--- src/rtl/fp32_pkg.sv ---
// Shared FP32 datapath types: unpacked-format widths, unpacker FSM states and
// class flags consumed by the unpacker and the rounding stage.
package fp32_pkg;
   localparam int BIAS  = 127;
   localparam int EXP_W = 10;
   localparam int SIG_W = 25;

   localparam logic [EXP_W-1:0] EXP_SPECIAL = 10'h080;
   localparam logic [EXP_W-1:0] EXP_SUBMIN  = 10'h382;

   typedef enum logic [1:0] {IDLE, NORM, HOLD} state_e;

   typedef struct packed {
      logic isZero;
      logic isInf;
      logic isNaN;
      logic isSNaN;
   } cls_t;

   // Leading-zero count of a nonzero nibble; an all-zero nibble is handled by the caller.
   function automatic logic [1:0] lzc4(input logic [3:0] n);
      if (n[3])      return 2'd0;
      else if (n[2]) return 2'd1;
      else if (n[1]) return 2'd2;
      else           return 2'd3;
   endfunction
endpackage

--- src/rtl/fp32_unpack_if.sv ---
// Operand-in / unpacked-result-out handshake bundle for fp32_unpack.
interface fp32_unpack_if #(parameter int TAG_W = 5);
   import fp32_pkg::*;

   logic                in_valid;
   logic                in_ready;
   logic [31:0]         in_data;
   logic [TAG_W-1:0]    in_tag;
   logic                out_valid;
   logic                out_ready;
   logic                out_sign;
   logic [EXP_W-1:0]    out_exp;
   logic [SIG_W-1:0]    out_sigPlus;
   logic                out_isZero;
   logic                out_isInf;
   logic                out_isNaN;
   logic                out_isSNaN;
   logic [TAG_W-1:0]    out_tag;

   modport slave (
      input  in_valid, in_data, in_tag, out_ready,
      output in_ready, out_valid, out_sign, out_exp, out_sigPlus,
             out_isZero, out_isInf, out_isNaN, out_isSNaN, out_tag
   );

   modport master (
      output in_valid, in_data, in_tag, out_ready,
      input  in_ready, out_valid, out_sign, out_exp, out_sigPlus,
             out_isZero, out_isInf, out_isNaN, out_isSNaN, out_tag
   );
endinterface

--- src/rtl/fp32_unpack_norm_step.sv ---
// One subnormal normalization step: shift by a whole zero nibble, or finish by
// shifting the leading one into bit 23.
module fp32_unpack_norm_step
   import fp32_pkg::*;
(
   input  logic [23:0]      i_w,
   input  logic [EXP_W-1:0] i_exp,
   output logic [23:0]      o_w,
   output logic [EXP_W-1:0] o_exp,
   output logic             o_done
);
   logic [3:0] w_nib;
   logic [1:0] w_lzc;

   always_comb begin
      w_nib = i_w[23:20];
      w_lzc = lzc4(w_nib);
      if (w_nib == 4'h0) begin
         o_w    = {i_w[19:0], 4'h0};
         o_exp  = i_exp - EXP_W'(4);
         o_done = 1'b0;
      end else begin
         o_w    = i_w << w_lzc;
         o_exp  = i_exp - EXP_W'(w_lzc);
         o_done = 1'b1;
      end
   end
endmodule

--- src/rtl/fp32_unpack.sv ---
// FP32 unpacker/classifier: single-cycle for normals and specials, iterative
// nibble-wise normalization for subnormals, valid/ready on both sides.
module fp32_unpack
   import fp32_pkg::*;
#(
   parameter int TAG_W = 5
) (
   input  logic         clock,
   input  logic         reset,
   fp32_unpack_if.slave bus
);
   state_e            r_state, w_state_nxt;
   logic              r_sign, w_sign_nxt;
   logic [EXP_W-1:0]  r_exp, w_exp_nxt;
   logic [23:0]       r_w, w_w_nxt;
   cls_t              r_cls, w_cls_nxt;
   logic [TAG_W-1:0]  r_tag, w_tag_nxt;

   logic              w_in_ready;
   logic              w_accept;
   logic [7:0]        w_e;
   logic [22:0]       w_f;
   logic [23:0]       w_step_w;
   logic [EXP_W-1:0]  w_step_exp;
   logic              w_step_done;

   fp32_unpack_norm_step u_step (
      .i_w    (r_w),
      .i_exp  (r_exp),
      .o_w    (w_step_w),
      .o_exp  (w_step_exp),
      .o_done (w_step_done)
   );

   assign w_in_ready = (r_state == IDLE) | ((r_state == HOLD) & bus.out_ready);
   assign w_accept   = bus.in_valid & w_in_ready;
   assign w_e        = bus.in_data[30:23];
   assign w_f        = bus.in_data[22:0];

   always_comb begin
      w_state_nxt = r_state;
      w_sign_nxt  = r_sign;
      w_exp_nxt   = r_exp;
      w_w_nxt     = r_w;
      w_cls_nxt   = r_cls;
      w_tag_nxt   = r_tag;

      case (r_state)
         IDLE: ;
         NORM: begin
            w_w_nxt   = w_step_w;
            w_exp_nxt = w_step_exp;
            if (w_step_done) w_state_nxt = HOLD;
         end
         HOLD: if (bus.out_ready) w_state_nxt = IDLE;
         default: w_state_nxt = IDLE;
      endcase

      // A new operand in HOLD overrides the drain-to-IDLE above.
      if (w_accept) begin
         w_sign_nxt  = bus.in_data[31];
         w_tag_nxt   = bus.in_tag;
         w_cls_nxt   = '0;
         w_state_nxt = HOLD;
         if (w_e == 8'hFF) begin
            w_exp_nxt = EXP_SPECIAL;
            w_w_nxt   = {1'b0, w_f};
            if (w_f != 23'd0) begin
               w_cls_nxt.isNaN  = 1'b1;
               w_cls_nxt.isSNaN = ~w_f[22];
            end else begin
               w_cls_nxt.isInf  = 1'b1;
            end
         end else if (w_e == 8'h00) begin
            w_exp_nxt = EXP_SUBMIN;
            w_w_nxt   = {1'b0, w_f};
            if (w_f == 23'd0) w_cls_nxt.isZero = 1'b1;
            else              w_state_nxt      = NORM;
         end else begin
            w_exp_nxt = {2'b00, w_e} - EXP_W'(BIAS);
            w_w_nxt   = {1'b1, w_f};
         end
      end
   end

   always_ff @(posedge clock) begin
      if (reset) begin
         r_state <= IDLE;
         r_sign  <= 1'b0;
         r_exp   <= '0;
         r_w     <= '0;
         r_cls   <= '0;
         r_tag   <= '0;
      end else begin
         r_state <= w_state_nxt;
         r_sign  <= w_sign_nxt;
         r_exp   <= w_exp_nxt;
         r_w     <= w_w_nxt;
         r_cls   <= w_cls_nxt;
         r_tag   <= w_tag_nxt;
      end
   end

   assign bus.in_ready    = w_in_ready;
   assign bus.out_valid   = (r_state == HOLD);
   assign bus.out_sign    = r_sign;
   assign bus.out_exp     = r_exp;
   assign bus.out_sigPlus = {r_w[22:0], 2'b00};
   assign bus.out_isZero  = r_cls.isZero;
   assign bus.out_isInf   = r_cls.isInf;
   assign bus.out_isNaN   = r_cls.isNaN;
   assign bus.out_isSNaN  = r_cls.isSNaN;
   assign bus.out_tag     = r_tag;
endmodule
--- src/flat_wrapper.sv ---
// flat-port wrapper written by rule: the top's interface ports become plain ports
module fp32_unpack_flat import fp32_pkg::*;
#(
   parameter int TAG_W = 5
)
  (clock, reset, bus_in_valid, bus_in_data, bus_in_tag, bus_out_ready, bus_in_ready, bus_out_valid, bus_out_sign, bus_out_exp, bus_out_sigPlus, bus_out_isZero, bus_out_isInf, bus_out_isNaN, bus_out_isSNaN, bus_out_tag);
  fp32_unpack_if #(.TAG_W(TAG_W)) bus_i ();
  input  logic clock;
  input  logic reset;
  input wire logic [$bits(bus_i.in_valid)-1:0] bus_in_valid;
  input wire logic [$bits(bus_i.in_data)-1:0] bus_in_data;
  input wire logic [$bits(bus_i.in_tag)-1:0] bus_in_tag;
  input wire logic [$bits(bus_i.out_ready)-1:0] bus_out_ready;
  output wire logic [$bits(bus_i.in_ready)-1:0] bus_in_ready;
  output wire logic [$bits(bus_i.out_valid)-1:0] bus_out_valid;
  output wire logic [$bits(bus_i.out_sign)-1:0] bus_out_sign;
  output wire logic [$bits(bus_i.out_exp)-1:0] bus_out_exp;
  output wire logic [$bits(bus_i.out_sigPlus)-1:0] bus_out_sigPlus;
  output wire logic [$bits(bus_i.out_isZero)-1:0] bus_out_isZero;
  output wire logic [$bits(bus_i.out_isInf)-1:0] bus_out_isInf;
  output wire logic [$bits(bus_i.out_isNaN)-1:0] bus_out_isNaN;
  output wire logic [$bits(bus_i.out_isSNaN)-1:0] bus_out_isSNaN;
  output wire logic [$bits(bus_i.out_tag)-1:0] bus_out_tag;
  assign bus_i.in_valid = bus_in_valid;
  assign bus_i.in_data = bus_in_data;
  assign bus_i.in_tag = bus_in_tag;
  assign bus_i.out_ready = bus_out_ready;
  assign bus_in_ready = bus_i.in_ready;
  assign bus_out_valid = bus_i.out_valid;
  assign bus_out_sign = bus_i.out_sign;
  assign bus_out_exp = bus_i.out_exp;
  assign bus_out_sigPlus = bus_i.out_sigPlus;
  assign bus_out_isZero = bus_i.out_isZero;
  assign bus_out_isInf = bus_i.out_isInf;
  assign bus_out_isNaN = bus_i.out_isNaN;
  assign bus_out_isSNaN = bus_i.out_isSNaN;
  assign bus_out_tag = bus_i.out_tag;
  fp32_unpack #(.TAG_W(TAG_W)) u_core (.clock(clock), .reset(reset), .bus(bus_i));
endmodule
--- config.mk ---
export PLATFORM = sky130hd
export DESIGN_NAME = fp32_unpack_flat
export DESIGN_NICKNAME = d
export VERILOG_FILES = /design/src/rtl/fp32_pkg.sv /design/src/rtl/fp32_unpack_if.sv /design/src/rtl/fp32_unpack_norm_step.sv /design/src/rtl/fp32_unpack.sv /design/src/flat_wrapper.sv
export SDC_FILE = /design/constraint.sdc
export NUM_CORES = 1
export LEC_CHECK = 0
export BUFFER_PORTS_ARGS = -buffer_cell sky130_fd_sc_hd__buf_2
export CORE_AREA = 10 10 109 111
export CTS_CLUSTER_DIAMETER = 50
export CTS_CLUSTER_SIZE = 20
export DETAILED_ROUTE_END_ITERATION = 12
export DIE_AREA = 0 0 119 121
export GPL_TIMING_DRIVEN = 0
export PLACE_DENSITY = 0.57
export SYNTH_ARGS = -nofsm -noshare
export SYNTH_HDL_FRONTEND = slang
export SYNTH_SLANG_ARGS = --single-unit
--- constraint.sdc ---
create_clock -name clock -period 5.3 [get_ports clock]
set_input_delay 0.265 -clock clock [delete_from_list [all_inputs] [get_ports clock]]
set_output_delay 0.265 -clock clock [all_outputs]
set_load 0.02 [all_outputs]
-- After elaboration in Yosys (flattened, before gate mapping)
Cells that the tools add are included.
- register bits: 46
- bits in latches: 0
- memory bits (writable): 0
- ROM bits: 0
- input bits: 41
- output and inout port bits: 47
- logic and storage cells: 56
- memories kept: 0
- $add $sub $neg: 3
- multipliers: 0
- divide/modulo/power cells: 0
- $lt $le $gt $ge: 0
- equal/unequal tests: 6
- shifts and indexed selects: 1
- mux-type cells: 26
- bitwise gates (word level): 4
- reductions and logical operators: 7
- operator list (operator ; count):
    24-bit two-way mux ; 5
    10-bit two-way mux ; 5
    24-bit by 2-bit << shifter with 24-bit output ; 1
    23-bit logical NOT ; 1
    23-bit nonzero test ; 1
    2-bit two-way mux ; 9
    10-bit by 2-bit subtractor with 10-bit output ; 1
    10-bit by 3-bit subtractor with 10-bit output (second input constant) ; 1
    8-bit by 7-bit subtractor with 9-bit output (second input constant) ; 1
    8-bit == test (second input constant) ; 1
    8-bit logical NOT ; 1
    3-bit by 2-bit inequality test with 1-bit output (second input constant) ; 2
    2-bit one-hot mux with 3 select lines ; 1
    1-bit two-way mux ; 5
    4-bit logical NOT ; 1
    3-bit two-way mux ; 1
    3-bit AND reduction ; 1
    1-bit AND ; 2
    2-bit by 1-bit == test with 1-bit output (second input constant) ; 1
    2-bit == test (second input constant) ; 1
    2-bit logical NOT ; 1
    2-bit by 1-bit inequality test with 1-bit output (second input constant) ; 1
    2-bit nonzero test ; 1
    1-bit NOT ; 1
    1-bit bitwise OR ; 1

-- Longest topological paths before layout
Gate-level depths: netlist of run 1.
- depth in word-level cells: 7
- depth in mapped cells: 11
- depth with buffers taken out: 10

-- Modules after synthesis
Synthesis of run 1 repeated with hierarchy kept, for this count alone.
- cell total of the unflattened synthesis: 428
- area, all modules: 3330.7 um^2
- modules (own cells, without submodules) (module ; instances ; cells each ; area each (um^2) ; sequential area each (um^2)):
    fp32_unpack ; 1 ; 276 ; 2252.2 ; 920.9
    fp32_unpack_norm_step ; 1 ; 152 ; 1078.5 ; 0.0

-- Worst setup path before layout of run 1
No wires, ideal clock.
- path kind: register -> register
- start point: register u_core.r_w[21]
- end point: register u_core.r_exp[4] (netlist: u_core.bus.out_exp[4])
- setup time: 131 ps
- arrival: 1905 ps
- data required time: 5169 ps
- setup slack: 3264 ps
- stages on the path, launching flop included: 12
- path buffers: 1
- period minus slack after synthesis: 2036 ps
- path through: dfxtp_1 -> buf_2 -> nor2b_1 -> nor2_1 -> ha_1 -> inv_1 -> fa_1 -> o41ai_4 -> and3_1 -> o21ai_1 -> a2bb2oi_2 -> nor3_2
- word-level cells in the longest chain between the ends: 7
- elaborated cells on any way between the ends: 8
- those cells by class: add/sub: 1; mux: 6; reduce/logical: 1
- ends and longest elaborated chain (item ; line ; source):
    start: declaration ; fp32_unpack.sv:15 ; logic [23:0] r_w, w_w_nxt;
    start signal: assignment ; fp32_unpack.sv:98 ; r_w <= w_w_nxt;
    1-bit two-way mux ; fp32_pkg.sv:24 ; else if (n[1]) return 2'd2;
    2-bit two-way mux ; fp32_pkg.sv:23 ; else if (n[2]) return 2'd1;
    2-bit two-way mux ; fp32_pkg.sv:22 ; if (n[3]) return 2'd0;
    10-bit by 2-bit subtractor with 10-bit output ; fp32_unpack_norm_step.sv:24 ; o_exp = i_exp - EXP_W'(w_lzc);
    10-bit two-way mux (*) ; fp32_unpack_norm_step.sv:18 ; if (w_nib == 4'h0) begin
    10-bit two-way mux (*) ; fp32_unpack.sv:48 ; case (r_state)
    10-bit two-way mux (*) ; fp32_unpack.sv:60 ; if (w_accept) begin
    end signal: assignment ; fp32_unpack.sv:97 ; r_exp <= w_exp_nxt;
    end: declaration ; fp32_unpack.sv:14 ; logic [EXP_W-1:0] r_exp, w_exp_nxt;
Every way passes the cells marked *; elsewhere a longest branch is shown, timed or not. The select of a mux whose other input is x is not followed.
A chain may end at the register's enable or synchronous reset.

-- Final worst setup path of run 1
- start point: register u_core.r_w[21]
- end point: register u_core.r_exp[2] (netlist: u_core.bus.out_exp[2])
Same word-level chain as after synthesis.

==> results of run 1 <==
worst max-delay path: cells and delay by family (launching register included):
kind / cells / cell delay [ps]
adders and majority gates: 2 / 420
xor gates and xnor gates: 1 / 150
and+or+nand+nor: 2 / 450
buffers and inverters: 2 / 300
DFF: 1 / 380
AOI/OAI and AO/OA: 4 / 570
sequential cells by signal, indices dropped and copies added, names as in the netlist:
signal                 flops
u_core.r_w                24
u_core.bus.out_exp        10
u_core.bus.out_tag         5
u_core.r_state             2
u_core.bus.out_isInf       1
u_core.bus.out_isNaN       1
u_core.bus.out_isSNaN      1
u_core.bus.out_isZero      1
u_core.bus.out_sign        1
power groups by stage:
stage | Clock [W] | Sequential (W) | Combinational [W]
floorplan | 0 | 0.000407 | 0.000175
global placement | 0 | 0.000406 | 0.000266
detailed placement | 0 | 0.000406 | 0.000269
CTS | 0.000279 | 0.000398 | 0.000270
global route | 0.000293 | 0.000403 | 0.000295
finish | 0.000271 | 0.000398 | 0.000270
cells in the final DEF, fill, tap and decap left out, types with 3 or more instances in the layout:
master / n
a21oi_1: 44
a221oi_1: 19
a22oi_1: 28
a311oi_1: 3
a31oi_1: 4
buf_1: 3
buf_2: 93
buf_4: 25
clkbuf_1: 20
clkbuf_8: 5
dfxtp_1: 46
ha_1: 5
inv_1: 7
nand2_1: 76
nand3_1: 3
nand3b_1: 11
nand4_1: 3
nor2_1: 29
nor2b_1: 8
nor3_1: 5
nor4_1: 5
o21ai_0: 12
o21ai_1: 13
o31ai_1: 3
xnor2_1: 4
xor2_1: 5
per-layer routing:
layer	wire [um]	vias to the layer above
met1	5430	1713
met3	796	25
met5	0	-
met4	276	0
met2	5570	156
li1	-	1763
cell families (layout without fill, tap and decap cells):
kind of cell             count (synthesis)  after routing  synth area share [%]
other                                    1              2                 0.112
XOR/XNOR                                 9              9                  2.36
flip-flops                              46             46                  27.6
adder cells (fa/ha/maj)                  6              6                  2.47
multiplexers                             2              2                 0.974
AND/OR/NAND/NOR                        165            165                  25.7
buffers and inverters                   67            158                  11.2
AO/OA/AOI/OAI                          145            145                  29.7
final timing paths:
check	end	depth (start not counted)	from	slack [ps]
hold / removal	u_core.bus.out_tag[4]	3	bus_in_tag[4]	190
setup / recovery	u_core.bus.out_exp[2]	11	u_core.r_w[21]	2950
setup reg to reg	u_core.bus.out_exp[2]	11	u_core.r_w[21]	2950
hold reg to reg	u_core.bus.out_tag[1]	2	u_core.bus.out_tag[1]	460
per-stage QoR:
stage / instances / utilization [%] / worst slack (ps) / area [um2] / total power, W
2_1_floorplan: 442 / - / 3260 / 3340 / 0.000583
3_3_place_gp: 658 / 40.7 / 2990 / 3930 / 0.000672
3_5_place_dp: 658 / 40.7 / 2940 / 3930 / 0.000675
4_1_cts: 666 / 41.9 / 2930 / 4040 / 0.000947
5_1_grt: 666 / 41.9 / 2790 / 4040 / 0.000991
6_report: 666 / 41.9 / 2950 / 4040 / 0.000940
area by class of cell:
| cell class | count | area [um2] |
|---|---|---|
| fill | 1050 | 5600 |
| multi-input combinational | 329 | 2050 |
| sequential | 46 | 921 |
| timing repair buffer | 83 | 415 |
| buffer | 59 | 343 |
| tap | 133 | 166 |
| clock buffer | 6 | 72.6 |
| clock inverter | 2 | 37.5 |
| inverter | 8 | 30.0 |
==> out/results.txt, run 1 <==
Deepest clock path buffer count: 2. TritonCTS built the clock tree. The flow ran to the end, and the final reports show no timing, DRC or antenna violations. The count of buffers inserted at the top-level ports was 83; the layout-stage area growth over the synthesis result was 20.8%. In this run, post-CTS repair resized a total of 0 instances. After synthesis the cells add up to 0.00334 mm2.

The tree is rooted in a clkbuf_8. Most frequently used cell type in the post-synthesis netlist: nand2_1. In this run the biggest area consumer among cell types represents 27.6% of the synthesized area.

After synthesis, the cell types taking the most area are dfxtp_1, nand2_1, a21oi_1, a22oi_1, buf_4. The tool flagged a number of max-cap violations equal to 0. The run gives 16.1% as the global routing usage summed across all routing layers.

For this design, the sink count on the clock tree is 46. Entering global routing, the biggest net connects 15 pins. The routing usage on met2 came out at 26.0%. Dividing the final minimum period by the clock period gives 44.3%. Global routing's busiest layer: met2. The most prevalent standard cell on the critical path was a21oi_1.

Category of the most critical setup path: flop to flop. The critical path goes through buf_2 -> nor2b_1 -> nor2_1 -> ha_1 -> inv_1 -> fa_1 -> o41ai_4 -> xnor2_1 -> a21oi_1 -> a21oi_1 -> a211oi_2. The tools report the count of pins on the block boundary as 88. Buffers added to address setup during post-CTS repair amount to 0.

The cell taking the most area after synthesis is dfxtp_1. For this design the ratio of total power to cell area is 233 mW/mm2. The total die area is 0.0144 mm2.

STA classifies the critical path startpoint as a flop. For the post-synthesis cell count, the log shows 441. Buffers inserted to repair hold after CTS numbered 0.

The data required time of the worst path was 5540 ps. For this block, the routed nets add up to 12100 um of wire. For the half-perimeter wire length after placement, the log shows 9160 um.

For this run, asynchronously set or reset flops after synthesis account for 0%. Worst IR drop on VDD: 0.000135 V. Cell at the slowest stage of the critical path: dfxtp_1.

The number of violations reported at the end of detailed-routing iteration 0 came out at 325. The minimum clock period is 2350 ps, and the worst-margin pin slew is 668 ps. The first-pass GRT wire length came out at 19100 um.

For the effective utilization at floorplan, the log shows 34.7%. Across all hold checks on the routed design, the worst slack comes to 186 ps. The number of failing hold endpoints at the final stage came out at 0.

The tools report the source-to-sink clock delay at the later pin of the worst-skew pair as 310 ps. Across all layers, the routed design uses 3657 vias. For the total count of max-transition violations in the final report, the log shows 0.

For the number of warnings printed during yosys synthesis, the log shows 0. For this run, the register share of the synthesized area comes to 27.6%. In this design, the stage delay of the slowest critical-path cell is 380 ps. The logs give 0 for the detailed-route DRC error count and 12.8 ps for the worst clock skew. Setup repair after global routing left no endpoint under its margin. Using the TritonRoute via totals, the vias-per-cell ratio works out to 5.49. Setup violations remaining at the end of the flow were counted as 0. The initial antenna violation count came out at 0. Combinational cells account for 28.7% of the total power.

In this run switching power makes up 34.4% of total power. The post-route netlist has 27.6% of its cells at a drive strength greater than 1. The clock-pin slew reported for the worst setup and hold paths after clock tree synthesis came out at 100 ps.

The internal power consumption was 0.000617 W; the worst path arrival time was 2590 ps. For the H-tree depth reported by CTS, the log shows 2. The number of clock buffers added by TritonCTS is 5.

The met3 layer usage reported by global route was 3.30%; the count of unique library cells instantiated by Yosys was 62. The number of synthesized register bits works out to 46. Ranked by instance count, the synthesized netlist is headed by nand2_1, dfxtp_1, a21oi_1. Capturing element type of the critical path: a flop. In the final design database the tool counted 579 nets.

In this run, synthesis inferred 0 flip-flops with an integrated enable. The logs give 0 for the number of antenna cells inserted and 0 for the overall overflow remaining after global route. The run gives 55.4% as the headroom to the max-slew limit. The congestion estimate from routability-driven global placement came to 0.902.

The path class of the tightest hold or removal check is input pin to flop. For this run, the leading register cell type out of synthesis is dfxtp_1. In this run the remaining antenna-violating nets after routing total 0. Row generation in the floorplan step produced 36 rows.

Of all nets on the critical path, the largest fanout is 8. The first detailed-routing pass took 5 iterations. The x dimension of the die came out at 119 um. Number of global-route vias before repair: 3536. The vertical die dimension is 121 um. Based on the critical path, the design can be clocked at up to 0.426 GHz. The logs give 0.000323 W for the net load switching power and 20.8% for the fraction of met1 tracks used by global routing. The average wire length per cell after detail routing was 18.1 um; the standard cell core area was 0.00964 mm2. Adding up every negative setup slack in the final design gives 0 ps. Per report_power, the sequential group accounts for 42.4% of the total.

The analysis attributes to cell leakage a power of 1.59 nW. A synthesized cell averages 7.58 um2. Of the total power, the clock network draws 28.9%.
Power figures use the tool's default switching activity.
==> run 2: changes to the inputs <==
PLACE_DENSITY = 0.59   (was 0.57)
clock period = 2.09 ns   (was 5.3 ns; I/O delays follow)
==> out/results.txt, run 2 (synthesis results as in run 1) <==
The quantity of hold-fixing buffers added after cts is 0 (unchanged), and the average via count per standard cell is 5.52 (+0.61%). The global routing usage summed across all routing layers was 16.7% (+0.58 points); the critical path buffer and inverter count was 2 (unchanged). The number of global-route vias before repair is 3784 (+7.0%).

The run gives 42.1% (+0.22 points) as the final cell utilization of the core. The run gives 0 (unchanged) as the overall overflow remaining after global route. STA classifies the critical path endpoint as a flop. For the total die area, the log shows 0.0144 mm2 (unchanged). Count of pins on the block boundary: 88 (unchanged).

The x dimension of the die was 119 um (unchanged); the sum of routed wire length over all layers was 12200 um (+0.96%). The power density relative to cell area was 571 mW/mm2 (+150%). The average wire length per cell after detail routing works out to 18.3 um (+0.81%).

The final layout net count came out at 580 (+0.17%). The first-pass GRT wire length is 19800 um (+3.4%). The worst setup slack for register-to-register paths was 120 ps (-2830 ps); the number of standard cells in the final layout excluding fillers was 667 (+0.15%). The worst IR drop on VDD was 0.000244 V (+80%).

Effective utilization at floorplan: 34.7% (unchanged). TritonCTS built the clock tree. Setup repair after global routing could not meet its margin everywhere.

The final antenna-violating net count was 0 (unchanged); the count of buffers inserted at the top-level ports was 83 (unchanged). The run gives 119 ps (-2830 ps) as the final worst-path setup slack. The share of layout cells above drive strength 1 was 29.8% (+2.2 points); the half-perimeter wire length after placement was 9220 um (+0.70%). The placed cell count came out at 658 (unchanged). The worst clock skew is 6.99 ps (-5.83 ps). The tools report the initial antenna violation count as 0 (unchanged).

The number of setup violations in the final report is 0 (unchanged), and the source-to-sink clock delay at the later pin of the worst-skew pair is 310 ps (about the same). The number of failing hold endpoints at the final stage is 0 (unchanged), and the standard-cell row count is 36 (unchanged). The kind of cell adding the most delay to the critical path was adder cells. The pin count of the biggest net entering global routing was 17 (+2); the headroom to the max-slew limit was 55.5% (about the same). STA classifies the critical path startpoint as a flop. The total via count after detailed routing came out at 3685 (+0.77%). The path class of the tightest hold or removal check is input pin to flop.

Clock-pin slew reported for the worst setup and hold paths after clock tree synthesis: 100 ps (about the same). The detailed-route DRC error count was 0 (unchanged); the deepest clock path buffer count was 2 (unchanged). The tools report the total clock buffers created by CTS as 5 (unchanged). The total count of max-transition violations in the final report is 0 (unchanged), and the worst path arrival time is 2150 ps (-440 ps). The tree is rooted in a clkbuf_8.

For the highest clock frequency the design can meet, the log shows 0.507 GHz (+19%). The worst-margin pin slew is 662 ps (-6.93 ps), and the layout-stage area growth over the synthesis result is 21.5%. The minimum clock period was 1970 ps (-377 ps); the sink count of the clock tree was 46 (unchanged).

Max-capacitance violation count: 0 (unchanged). The pre-CTS setup slack is -231 ps (-3170 ps), and the setup TNS after final layout is 0 ps (unchanged). Reported leakage power: 1.60 nW (+0.52%). The run gives 5 (unchanged) as the detailed-routing iteration count for the pre-antenna-repair pass. The slowest stage of the critical path is the dfxtp_2 cell. The signal on the critical path passes through buf_4 -> nor2_4 -> ha_2 -> inv_1 -> fa_2 -> o41ai_4 -> xnor2_1 -> a21oi_1 -> a21oi_1 -> a211oi_2. Maximum single-stage delay on the critical path: 360 ps (-20 ps).

The category of the most critical setup path is flop to flop. The run gives 292 (-10%) as the number of violations reported at the end of detailed-routing iteration 0. In the layout the commonest cells are buf_2, nand2_1, a21oi_1, dfxtp_1.

The H-tree depth reported by CTS is 2 (unchanged). The minimum hold slack was 12.3 ps (-174 ps); the weighted congestion reported at the end of routability-driven placement was 0.900 (-0.24%). The flow ran to the end, and the final reports show no timing, DRC or antenna violations. Leaving out fill and tap cells, the most frequent cell in the layout is buf_2.

The tools report the standard cell core area as 0.00964 mm2 (unchanged). The most prevalent standard cell on the critical path is a21oi_1. Ranked by flip-flop count, first place goes to u_core.r_w.

The number of flip-flops in the largest register is 24 (unchanged), and the data required time of the worst path is 2270 ps (-3270 ps). The run gives 0 (unchanged) as the number of antenna cells inserted. The vertical die dimension is 121 um (unchanged). The worst-path maximum fanout is 10 (+2). The final critical-path share of the clock period came out at 94.3% (+50 points).
## run 2: cell count changes in the layout (fill, tap and decap cells not counted), moves of 2 or more
cell      change
clkbuf_1      -4
buf_4         +3
clkbuf_2      +3
dfxtp_1       -3
buf_2         -2
dfxtp_2       +2
## run 2: metrics by stage
stage / total power (W) / area (um2)
floorplan: 0.00148 / 3340
global placement: 0.00171 / 3930
detailed placement: 0.00171 / 3930
CTS: 0.00232 / 4040
global route: 0.00244 / 4060
finish: 0.00232 / 4060
## run 2: worst reg2reg max path: stages (launching register included)
cell and delay [ps]:
dfxtp_2 360, buf_4 180, nor2_4 120, ha_2 180, inv_1 50, fa_2 350, o41ai_4 100, xnor2_1 180
a21oi_1 80, a21oi_1 180, a211oi_2 60
## run 2: cell type report
cell class	instances	area, um2
Fill cell	1036	5580
Sequential cell	46	927
Clock buffer	5	68.8
Timing Repair Buffer	85	430
Tap cell	133	166
Multi-Input combinational cell	329	2070
Buffer	58	344
Clock inverter	3	25.0
Inverter	8	30.0
## run 2: worst paths after layout
kind	endpoint	startpoint	cells past startpoint
setup / recovery	u_core.bus.out_exp[2]	u_core.r_w[23]	10
hold / removal	u_core.bus.out_sign	bus_in_data[31]	3
setup reg to reg	u_core.bus.out_exp[2]	u_core.r_w[23]	10
hold reg to reg	u_core.bus.out_isSNaN	u_core.bus.out_isSNaN	2
## run 2: power by group
group	total, W	switching (W)	internal, W
clock	0.000608	0.000365	0.000243
combinational	0.000697	0.000412	0.000286
sequential	0.00101	0.0000808	0.000930
total	0.00232	0.000857	0.00146
## run 2: metal layers
| metal | wire (um) | track usage [%] | part of all wire, % |
|---|---|---|---|
| met1 | 5310 | 20.8 | 44 |
| met2 | 5780 | 27.2 | 47 |
| met3 | 837 | 3.86 | 6.9 |
| met4 | 264 | 6.64 | 2.2 |
| met5 | 0 | 0 | 0 |
## run 2: repair_timing
action / 4_1_cts / 5_1_grt
setup endpoints to repair: 5 / 18
buffers inserted: 1 / 1
gates resized for setup: 6 / 11
pin swaps: 2 / 7
==> run 3: changes to the inputs <==
ABC_AREA = 1   (was default)
CORE_AREA = 10 10 113 115   (was 10 10 109 111)
DIE_AREA = 0 0 123 125   (was 0 0 119 121)
PLACE_DENSITY = 0.58   (was 0.59)
==> out/results.txt, run 3 <==
The x dimension of the die is 123 um (+3.4%). The standard-cell row count came out at 38 (+5.6%). Number of cell instances on the worst register-to-register path: 15 (+5).

The first-pass GRT wire length is 19600 um (-0.84%), and the number of flip-flops in the largest register is 24 (unchanged). The tools report the register cell area after layout as 930 um2 (+0.27%). The weighted congestion reported at the end of routability-driven placement is 0.876 (-2.7%), and the highest clock frequency the design can meet is 0.512 GHz (+0.99%).

The total count of max-transition violations in the final report is 0 (unchanged). The most common cell after layout, fill and taps aside was nand2_1. TritonCTS built the clock tree.

The type of the worst min-delay path was input pin to flop. The startpoint identified for the worst register-to-register timing path is u_core.r_w[22]. Proportion of netlist area held by the largest area contributor: 25.5% (-2.0 points).

The synthesized design spends more area on one cell type than any other, namely dfxtp_1. Most frequently used cell type in the post-synthesis netlist: nand2_1. The tools report the data required time of the worst path as 2300 ps (+30 ps). The vertical die dimension works out to 125 um (+3.3%). The tools report the total clock buffers created by CTS as 5 (unchanged). The total placed instance area was 0.00421 mm2 (+7.1%).

The H-tree depth reported by CTS came out at 2 (unchanged). The clock-pin slew reported for the worst setup and hold paths after clock tree synthesis was 100 ps (about the same). For the worst IR drop on VDD, the log shows 0.000333 V (+37%). The total die area is 0.0154 mm2 (+6.8%).

For the multi-input combinational cell area, the log shows 0.00195 mm2 (-5.6%). The prevailing post-synth register cell is dfxtp_1. The number of synthesized register bits works out to 46 (unchanged). For the total via count after detailed routing, the log shows 3952 (+7.2%). Minimum clock period: 1950 ps (-19.2 ps).

Worst-path maximum fanout: 14 (+4). The fill cell instance count of the final layout came out at 1191 (+15%). The run gives 46 (unchanged) as the sink count of the clock tree.

Capturing element type of the critical path: a flop. The share of synthesized area occupied by flip-flops and latches came out at 25.5% (-2.0 points). The launching element type of the critical path was a flop. The standard cell core area is 0.0106 mm2 (+10%).

The category of the most critical setup path is flop to flop. The final cell area excluding filler cells came out at 0.00432 mm2 (+6.5%). The final layout net count is 707 (+22%), and the effective utilization at floorplan is 34.0% (-0.64 points). Number of violations reported at the end of detailed-routing iteration 0: 343 (+17%). The logs give 36 (-42%) for the count of unique library cells instantiated by Yosys and 11900 um (-2.6%) for the sum of routed wire length over all layers. The number of setup violations in the final report is 0 (unchanged), and the post-route total power is 0.00253 W (+9.0%). The average wire length per cell after detail routing came out at 14.8 um (-19%). Average via count per standard cell: 4.93 (-11%). Setup repair after global routing left no endpoint under its margin. The worst clock skew was 13.7 ps (+6.68 ps).

The final critical-path share of the clock period works out to 93.4% (-0.92 points). The average cell area after synthesis was 6.36 um2 (-16%); the deepest clock path buffer count was 2 (unchanged). Max-capacitance violation count: 0 (unchanged). The worst hold path terminates at u_core.bus.out_tag[0]. Compared with the post-synthesis result, the final layout area differs by 19.8%. The run gives 2170 ps (+20 ps) as the worst path arrival time. Number of antenna cells inserted: 0 (unchanged). Initial antenna violation count: 0 (unchanged).

Share of async-settable or async-resettable flops after synthesis: 0% (unchanged). The worst register-to-register path ends at u_core.bus.out_exp[2]. The tools report the worst setup slack for register-to-register paths as 140 ps (+20 ps).

The run gives 0 (unchanged) as the final antenna-violating net count. The count of buffers inserted at the top-level ports is 84 (+1.2%), and the number of enable-type register cells in the synthesized netlist is 0 (unchanged). The tools report the number of warnings printed during yosys synthesis as 0 (unchanged). The root cell of the clock tree was clkbuf_8. The run gives 9430 um (+2.2%) as the half-perimeter wire length after placement.

The count of pins on the block boundary was 88 (unchanged); the number of global-route vias before repair was 3951 (+4.4%). The headroom to the max-slew limit was 55.3% (-0.15 points); the worst-margin pin slew was 670 ps (+8.37 ps). The post-synthesis cell count was 567 (+29%); the share of layout cells above drive strength 1 was 26.3% (-3.5 points). The source-to-sink clock delay at the later pin of the worst-skew pair was 320 ps (about the same).

After synthesis, the most frequently instantiated cells are nand2_1, inv_1, nand3_1. The reported leakage power was 2.16 nW (+35%); the detailed-route DRC error count was 0 (unchanged). The tools report the detailed-routing iteration count for the pre-antenna-repair pass as 5 (unchanged). The flow ran to the end, and the final reports show no timing, DRC or antenna violations. The pin count of the biggest net entering global routing was 18 (+1); the power density relative to cell area was 584 mW/mm2 (+2.4%). Leaving out fill and tap cells, the most frequent cells in the layout are nand2_1, inv_1, buf_2, nand3_1, dfxtp_1. The beginning of the worst hold path is bus_in_tag[0]. The overall overflow remaining after global route came out at 0 (unchanged). Ranked by total cell area, the synthesized netlist is headed by dfxtp_1, nand2_1, inv_1, nand3_1, a21oi_1.

The number of failing hold endpoints at the final stage was 0 (unchanged). The register with the most flip-flops was u_core.r_w. Number of cells on the worst hold path: 3 (unchanged). Post-synthesis cell area: 0.00361 mm2 (+8.0%). Global routing usage summed across all routing layers: 15.4% (-1.3 points).
-- run 3: changes by cell type after synthesis, moves of 11 or more --
cell	previous run	this run
o211ai_1	2	24
nand3_1	3	51
o21ai_0	12	29
a221oi_1	19	0
o22ai_1	2	16
nand3b_1	11	0
nand2_1	76	128
a22oi_1	28	0
clkbuf_1	19	7
inv_1	7	100
-- run 3: worst max path at each step --
stage / from / end
2_1_floorplan: u_core.r_w[22] / u_core.bus.out_exp[6]
3_3_place_gp: u_core.r_w[22] / u_core.bus.out_exp[6]
3_5_place_dp: u_core.r_w[22] / u_core.bus.out_exp[6]
4_1_cts: u_core.r_w[22] / u_core.bus.out_exp[6]
5_1_grt: u_core.r_w[22] / u_core.bus.out_exp[2]
6_report: u_core.r_w[22] / u_core.bus.out_exp[2]
-- run 3: critical path, cell delays in order (launching register included) --
cell and delay, ps:
dfxtp_4 370, inv_2 80, nand2_2 60, nand2_4 170
inv_2 80, ha_1 180, inv_1 80, fa_2 200
nand2_2 80, buf_4 140, a21oi_1 100, o21ai_0 90
nand2_1 60, o21ai_0 70, nand2_1 60, inv_1 30
-- run 3: cell families (layout without fill, tap and decap cells) --
logic type	Yosys count	after routing	synth area share, %
buffers and inverters	156	249	20.6
other	1	2	0.104
flip-flops	46	46	25.5
AO/OA/AOI/OAI	133	133	23.4
XOR/XNOR	3	3	0.729
AND/OR/NAND/NOR	222	222	27.3
adder cells (fa/ha/maj)	6	6	2.29
-- run 3: layout make-up --
type                            instances  share of cell area [%]
Buffer                                 48                    7.59
Clock buffer                            5                    1.59
Clock inverter                          3                   0.608
Inverter                              106                    9.26
Multi-Input combinational cell        366                    45.1
Sequential cell                        46                    21.5
Tap cell                              140                    4.05
Timing Repair Buffer                   87                    10.2
-- run 3: per-stage QoR --
stage | setup slack (ps) | hold WS (ps) | cells | setup TNS, ps | util (%)
global route | 1.59 | 35.1 | 801 | 0 | 40.8
global placement | -134 | 357 | 792 | -319 | 39.7
CTS | 5.51 | 22.5 | 801 | 0 | 40.7
finish | 139 | 23.5 | 801 | 0 | 40.8
floorplan | 120 | 248 | 568 | 0 | -
detailed placement | -161 | 367 | 792 | -394 | 39.7
-- run 3: where the power goes --
| group | internal [W] | switching, W | leakage, nW |
|---|---|---|---|
| sequential | 0.000932 | 0.0000712 | 0.380 |
| combinational | 0.000340 | 0.000573 | 1.73 |
| clock | 0.000249 | 0.000360 | 0.0495 |
-- run 3: layer usage --
metal,wire (um),global-route usage (%),share of wire [%],up-vias
met4,143,3.56,1.2,0
met1,5320,19.8,45,1816
met2,5590,25.7,47,121
li1,-,-,-,2001
met3,816,2.84,6.9,14
met5,0,0,0,-
-- run 3: repair_timing --
action	in CTS	in global routing
hold endpoints to repair	0	0
endpoints found under the setup margin	4	8
hold buffers	0	0
setup buffers	1	2
pin swaps	0	1
gates resized for setup	4	5
